===== config.mk =====
export PLATFORM = sky130hd
export DESIGN_NAME = ps2_host_tx
export DESIGN_NICKNAME = d
export VERILOG_FILES = /design/src/rtl/ps2_host_tx.sv
export SDC_FILE = /design/constraint.sdc
export NUM_CORES = 1
export LEC_CHECK = 0
export BUFFER_PORTS_ARGS = -buffer_cell sky130_fd_sc_hd__buf_2
export CAP_MARGIN = 10
export CORE_UTILIZATION = 52
export CTS_BUF_LIST = sky130_fd_sc_hd__clkbuf_4 sky130_fd_sc_hd__clkbuf_8 sky130_fd_sc_hd__clkbuf_16
export DETAILED_ROUTE_END_ITERATION = 8
export GPL_TIMING_DRIVEN = 0
export PLACE_DENSITY = 0.74
export RECOVER_POWER = 50
export SLEW_MARGIN = 20
export SYNTH_ARGS = -nofsm -noshare
export SYNTH_HDL_FRONTEND = slang
export SYNTH_SLANG_ARGS = --single-unit

===== constraint.sdc =====
create_clock -name clk -period 1.7 [get_ports clk]
set_input_delay 0.34 -clock clk [delete_from_list [all_inputs] [get_ports clk]]
set_output_delay 0.34 -clock clk [all_outputs]
set_load 0.005 [all_outputs]

===== src/rtl/ps2_host_tx.sv =====
// PS/2 host-to-device transmitter.
// Sends one command byte to the attached device over the open-drain PS/2
// clock/data pair. The device-driven clock is synchronized and filtered
// before its falling edges advance the frame.
// Optional feature macro: PS2_TX_TIMEOUT_EN (frame watchdog; when undefined
// the block waits indefinitely and tx_error is tied low).
module ps2_host_tx #(
  parameter int INHIBIT_CYCLES = 5000,
  parameter int FILTER_LEN     = 8,
  parameter int TIMEOUT_CYCLES = 1000000
) (
  input  logic       clk,
  input  logic       rst,
  input  logic [7:0] tx_data,
  input  logic       tx_valid,
  output logic       tx_ready,
  input  logic       ps2_clk_in,
  input  logic       ps2_data_in,
  output logic       ps2_clk_oe,
  output logic       ps2_data_oe,
  output logic       busy,
  output logic       tx_done,
  output logic       tx_ack_ok,
  output logic       tx_error
);

  localparam int IW = (INHIBIT_CYCLES > 1) ? $clog2(INHIBIT_CYCLES) : 1;
  localparam int FW = (FILTER_LEN > 1) ? $clog2(FILTER_LEN) : 1;
  localparam logic [IW-1:0] INH_LAST = IW'(INHIBIT_CYCLES - 1);
  localparam logic [FW-1:0] FLT_LAST = FW'(FILTER_LEN - 1);

  typedef enum logic [2:0] {
    S_IDLE, S_INHIBIT, S_START, S_SEND, S_WAIT_IDLE, S_DONE
  } state_t;

  state_t      state_q, state_n;
  logic        clk_s_p0, clk_s_p1, data_s_p0, data_s_p1;
  logic        clk_filt, fall_edge;
  logic [FW-1:0] flt_cnt;
  logic [9:0]  frame_q;
  logic        load;
  logic [3:0]  bit_cnt_q, bit_cnt_n;
  logic [IW-1:0] inh_cnt_q, inh_cnt_n;
  logic        clk_oe_q, clk_oe_n, data_oe_q, data_oe_n;
  logic        ack_q, ack_n, done_q, done_n, ready_q, ready_n, busy_q, busy_n;

`ifdef PS2_TX_TIMEOUT_EN
  localparam int TW = (TIMEOUT_CYCLES > 1) ? $clog2(TIMEOUT_CYCLES) : 1;
  localparam logic [TW-1:0] TO_LAST = TW'(TIMEOUT_CYCLES - 1);
  logic [TW-1:0] cyc_cnt_q, cyc_cnt_n;
  logic          err_q, err_n;
`endif

  // Two-flop synchronizers for the raw pad inputs (idle level is high).
  always_ff @(posedge clk or posedge rst) begin
    if (rst) begin
      clk_s_p0  <= 1'b1;
      clk_s_p1  <= 1'b1;
      data_s_p0 <= 1'b1;
      data_s_p1 <= 1'b1;
    end else begin
      clk_s_p0  <= ps2_clk_in;
      clk_s_p1  <= clk_s_p0;
      data_s_p0 <= ps2_data_in;
      data_s_p1 <= data_s_p0;
    end
  end

  // Stability filter: follow the synchronized clock only after FILTER_LEN equal samples.
  always_ff @(posedge clk or posedge rst) begin
    if (rst) begin
      clk_filt  <= 1'b1;
      flt_cnt   <= '0;
      fall_edge <= 1'b0;
    end else begin
      fall_edge <= 1'b0;
      if (clk_s_p1 == clk_filt) begin
        flt_cnt <= '0;
      end else if (flt_cnt == FLT_LAST) begin
        clk_filt  <= clk_s_p1;
        flt_cnt   <= '0;
        fall_edge <= ~clk_s_p1;
      end else begin
        flt_cnt <= flt_cnt + 1'b1;
      end
    end
  end

  // Frame payload: data LSB first, odd parity, stop bit; no reset needed.
  always_ff @(posedge clk) begin
    if (load) frame_q <= {1'b1, ~^tx_data, tx_data};
  end

  // Next-state and next-output logic.
  always_comb begin
    state_n   = state_q;
    clk_oe_n  = clk_oe_q;
    data_oe_n = data_oe_q;
    bit_cnt_n = bit_cnt_q;
    inh_cnt_n = inh_cnt_q;
    ack_n     = ack_q;
    load      = 1'b0;
`ifdef PS2_TX_TIMEOUT_EN
    cyc_cnt_n = cyc_cnt_q;
    err_n     = err_q;
`endif
    case (state_q)
      S_IDLE: begin
        clk_oe_n  = 1'b0;
        data_oe_n = 1'b0;
        if (tx_valid && ready_q) begin
          load      = 1'b1;
          clk_oe_n  = 1'b1;
          inh_cnt_n = '0;
          ack_n     = 1'b0;
`ifdef PS2_TX_TIMEOUT_EN
          err_n     = 1'b0;
`endif
          state_n   = S_INHIBIT;
        end
      end
      S_INHIBIT: begin
        if (inh_cnt_q == INH_LAST) begin
          data_oe_n = 1'b1;
          state_n   = S_START;
        end else begin
          inh_cnt_n = inh_cnt_q + 1'b1;
        end
      end
      S_START: begin
        clk_oe_n  = 1'b0;
        bit_cnt_n = 4'd0;
`ifdef PS2_TX_TIMEOUT_EN
        cyc_cnt_n = '0;
`endif
        state_n   = S_SEND;
      end
      S_SEND: begin
        if (fall_edge) begin
          if (bit_cnt_q != 4'hF) bit_cnt_n = bit_cnt_q + 4'd1;
          if (bit_cnt_q < 4'd10) begin
            data_oe_n = ~frame_q[bit_cnt_q];
          end else if (bit_cnt_q == 4'd10) begin
            ack_n   = ~data_s_p1;
            state_n = S_WAIT_IDLE;
          end
        end
      end
      S_WAIT_IDLE: begin
        if (clk_filt && data_s_p1) state_n = S_DONE;
      end
      S_DONE: begin
        state_n = S_IDLE;
      end
      default: begin
        state_n = S_IDLE;
      end
    endcase
`ifdef PS2_TX_TIMEOUT_EN
    if (state_q == S_SEND || state_q == S_WAIT_IDLE) begin
      if (cyc_cnt_q == TO_LAST) begin
        clk_oe_n  = 1'b0;
        data_oe_n = 1'b0;
        ack_n     = 1'b0;
        err_n     = 1'b1;
        state_n   = S_DONE;
      end else begin
        cyc_cnt_n = cyc_cnt_q + 1'b1;
      end
    end
`endif
    done_n  = (state_n == S_DONE);
    ready_n = (state_n == S_IDLE);
    busy_n  = (state_n != S_IDLE);
  end

  // State and registered outputs; reset releases both lines immediately.
  always_ff @(posedge clk or posedge rst) begin
    if (rst) begin
      state_q   <= S_IDLE;
      clk_oe_q  <= 1'b0;
      data_oe_q <= 1'b0;
      bit_cnt_q <= 4'd0;
      inh_cnt_q <= '0;
      ack_q     <= 1'b0;
      done_q    <= 1'b0;
      ready_q   <= 1'b1;
      busy_q    <= 1'b0;
    end else begin
      state_q   <= state_n;
      clk_oe_q  <= clk_oe_n;
      data_oe_q <= data_oe_n;
      bit_cnt_q <= bit_cnt_n;
      inh_cnt_q <= inh_cnt_n;
      ack_q     <= ack_n;
      done_q    <= done_n;
      ready_q   <= ready_n;
      busy_q    <= busy_n;
    end
  end

`ifdef PS2_TX_TIMEOUT_EN
  // Frame watchdog counter and error flag.
  always_ff @(posedge clk or posedge rst) begin
    if (rst) begin
      cyc_cnt_q <= '0;
      err_q     <= 1'b0;
    end else begin
      cyc_cnt_q <= cyc_cnt_n;
      err_q     <= err_n;
    end
  end
  assign tx_error = err_q;
`else
  assign tx_error = 1'b0;
`endif

  assign ps2_clk_oe  = clk_oe_q;
  assign ps2_data_oe = data_oe_q;
  assign tx_ready    = ready_q;
  assign busy        = busy_q;
  assign tx_done     = done_q;
  assign tx_ack_ok   = ack_q;

endmodule


==> metrics <==
mux cell area share after synthesis=0.0352; RSZ-0062 raised after global routing=yes; top cells by area, synth=dfrtp_1, edfxtp_1, dfstp_2, xnor2_1, ha_1; Post-synth EDFFs=9; share of the synthesized area in the top cell type=0.340; setup tns final=-889 ps; ys async rst share=0.795; drt first pass iters=4; Ys Warns=0; Clock Skews=8.48 ps; failing checks=setup timing; VDD IR max=0.000851 V; GRT Total Usage=0.224; CP Launch Type=register; clock sinks=44; CTS tree=built; f_max=557 MHz; Layout area overhead=20.6%; Crit path required time=1940 ps; initial detailed-routing violation count=105; CP Capture Type=register; clk_lat worst skew=300 ps; compound-gate portion of the synthesized area=0.120; Synth Cell Area=2130 um2; synth cell count leaders=dfrtp_1, nand2_1, nand3_1; endpoints failing hold=0; number of nets in the layout=252; post-synthesis sequential area ratio=0.541; DR vias=1,653; Cell Int Power=1500 uW; P_sw=476 uW; Mapped Cells=195; CP Cell Sequence=buf_6, or3b_4, or3_4, or3_4, a21oi_2; CP max stage cell=or3b_4; critical path peak fanout=10; Power Dens Cells=768 nW/um2; die area=4360 um2; Max Cap Viol=0; Avg Inst Size Synth=10.9 um2; PnR worst setup slack=-94.5 ps; Clock power frac=0.346; outcome=finished, violations left; number of inserted diodes=0; core area=3800 um2; FILL cells=277; Hold Crit Class=in -> reg; final period utilization=1.06; layout cells sized above 1=0.289; Synth Area in XOR/XNOR=0.0493; Post-DP HPWL=2790 um; leading area contributor after synthesis=dfrtp_1; syn nets=213; Initial Util=0.561; CP peak stage delay=380 ps; slew at the pin closest to its max-slew limit=1290 ps; vias in the first global route=1,620; Primary FF master, synth=dfrtp_1; synth unique cells=53; count leader, synth=dfrtp_1; Final ANT Viol Nets=0; post-synthesis register bit count=44; most used cell, CP=or3_4; main combinational cell family by area after synthesis=simple AND/OR/NAND/NOR gates; sequential share of power=0.587; cts bufs inserted=5; Reg clk slew, reported paths=90 ps; largest net degree at the start of global routing=36; row cnt=22; crit path time final=1790 ps; routability congestion estimate=0.824; CTS Buffer Depth=2; CTS H-tree lvls=2; Rel. slew slack=0.140; # DRC=0; routed len/inst=15.2 um; Slew Viols, Final=0; port buffer count=18; final setup fails=17; CP arrival=2030 ps; post-synthesis simple-gate area fraction=0.187; adder and majority gate portion of the synthesized area=0.0293; die span in x=66.0 um; post-DR vias/cell=5.84; Lkg Pwr=0.00101 uW; Die Height=66.0 um; Hold Slack=130 ps; switch share=0.241; final wirelength=4310 um; combinational share of power=0.067; first-pass GRT wire length=7310 um; Overflow after GRT=0; initial antenna violation count=0; I/O Pins=20; crit path kind=reg -> reg; clock root buffer=clkbuf_8
[flip-flops by register name, indices dropped and copies added (netlist names)]
register / count
bit_cnt_q: 4
frame_q: 9
state_q: 3
clk_filt: 1
clk_s_p0: 1
tx_done: 1
tx_ack_ok: 1
fall_edge: 1
ps2_clk_oe: 1
flt_cnt: 3
data_s_p1: 1
inh_cnt_q: 13
tx_ready: 1
clk_s_p1: 1
ps2_data_oe: 1
busy: 1
data_s_p0: 1
[critical path: cells and delay by family (launching register included)]
kind            cells  cell delay, ps
simple gates        3            1100
flops               1             370
buf+inv             1             140
compound gates      1             110
[repair_timing]
action,in CTS,in global routing
pin swaps,7,8
buffers inserted,6,9
gates cloned,1,0
resized for setup,11,12
setup endpoints to repair,24,14
hold endpoints to repair,0,0
hold buffers,0,0
[placed cells by master, fill, tap and decap left out, drive strengths merged, types with 2 or more instances in the layout]
cell and instances:
a21oi 5, and3 2, buf 29, clkbuf 17, dfrtp 29, dfstp 6
edfxtp 9, ha 5, inv 10, mux2 2, mux2i 3, nand2 13
nand2b 2, nand3 12, nand3b 2, nand4 5, nor2 11, nor2b 3
nor3 2, nor3b 4, nor4 2, o211ai 2, o21ai 14, o22ai 2
o31a 2, o31ai 4, or2 2, or3 6, or4b 2, xnor2 10
xor2 2
[stage by stage]
stage                     std cells  setup slack, ps   util  cell area [um2]  total power [uW]
after CTS                       275             -107  0.655             2490              2010
after global routing            283             -147  0.677             2570              2060
after floorplan                 195            -14.9      -             2160              1270
final                           283            -94.5  0.677             2570              1970
after global placement          261             -110  0.607             2310              1310
after detailed placement        261             -143  0.607             2310              1320
[final timing paths]
kind | from | endpoint | slack, ps | depth (start not counted)
worst max-delay path | state_q[0] | inh_cnt_q[12] | -90 | 5
worst min-delay path | ps2_clk_in | clk_s_p0 | 130 | 1
worst max register to register | state_q[0] | inh_cnt_q[12] | -90 | 5
worst min register to register | clk_s_p0 | clk_s_p1 | 360 | 0
max in group asynchronous | rst | inh_cnt_q[4] | 460 | 2
min in group asynchronous | rst | flt_cnt[2] | 380 | 2
[metal layers]
metal,track usage,share of wire
met1,0.298,0.44
met2,0.357,0.49
met3,0.0517,0.053
met4,0.0824,0.016
met5,0,0
[power groups by stage]
stage                     clock network, uW  logic, uW  registers [uW]
after floorplan                           0       98.6            1170
after global placement                    0        127            1180
after detailed placement                  0        140            1180
after CTS                               707        142            1160
after global routing                    745        156            1160
final                                   683        133            1160
[layout make-up]
cell class                 instances  area, um2  area share
tap                               48       60.1      0.0234
timing repair inverter             1       8.76     0.00341
inverter                           7       33.8      0.0131
clock inverter                     3       25.0     0.00973
timing repair buffer              33        196      0.0764
multi-input combinational        134        961       0.374
sequential                        44       1160       0.450
buffer                             8       60.1      0.0234
clock buffer                       5       68.8      0.0268
[logic make-up (layout without fill, tap and decap cells)]
logic type | after synthesis | after routing
AO/OA/AOI/OAI | 39 | 39
XOR/XNOR | 12 | 12
adder cells (fa/ha/maj) | 5 | 5
buffers and inverters | 17 | 57
flip-flops | 44 | 44
multiplexers | 6 | 6
other | 1 | 1
AND/OR/NAND/NOR | 71 | 71
No activity file was read; power rests on OpenSTA's default activity.
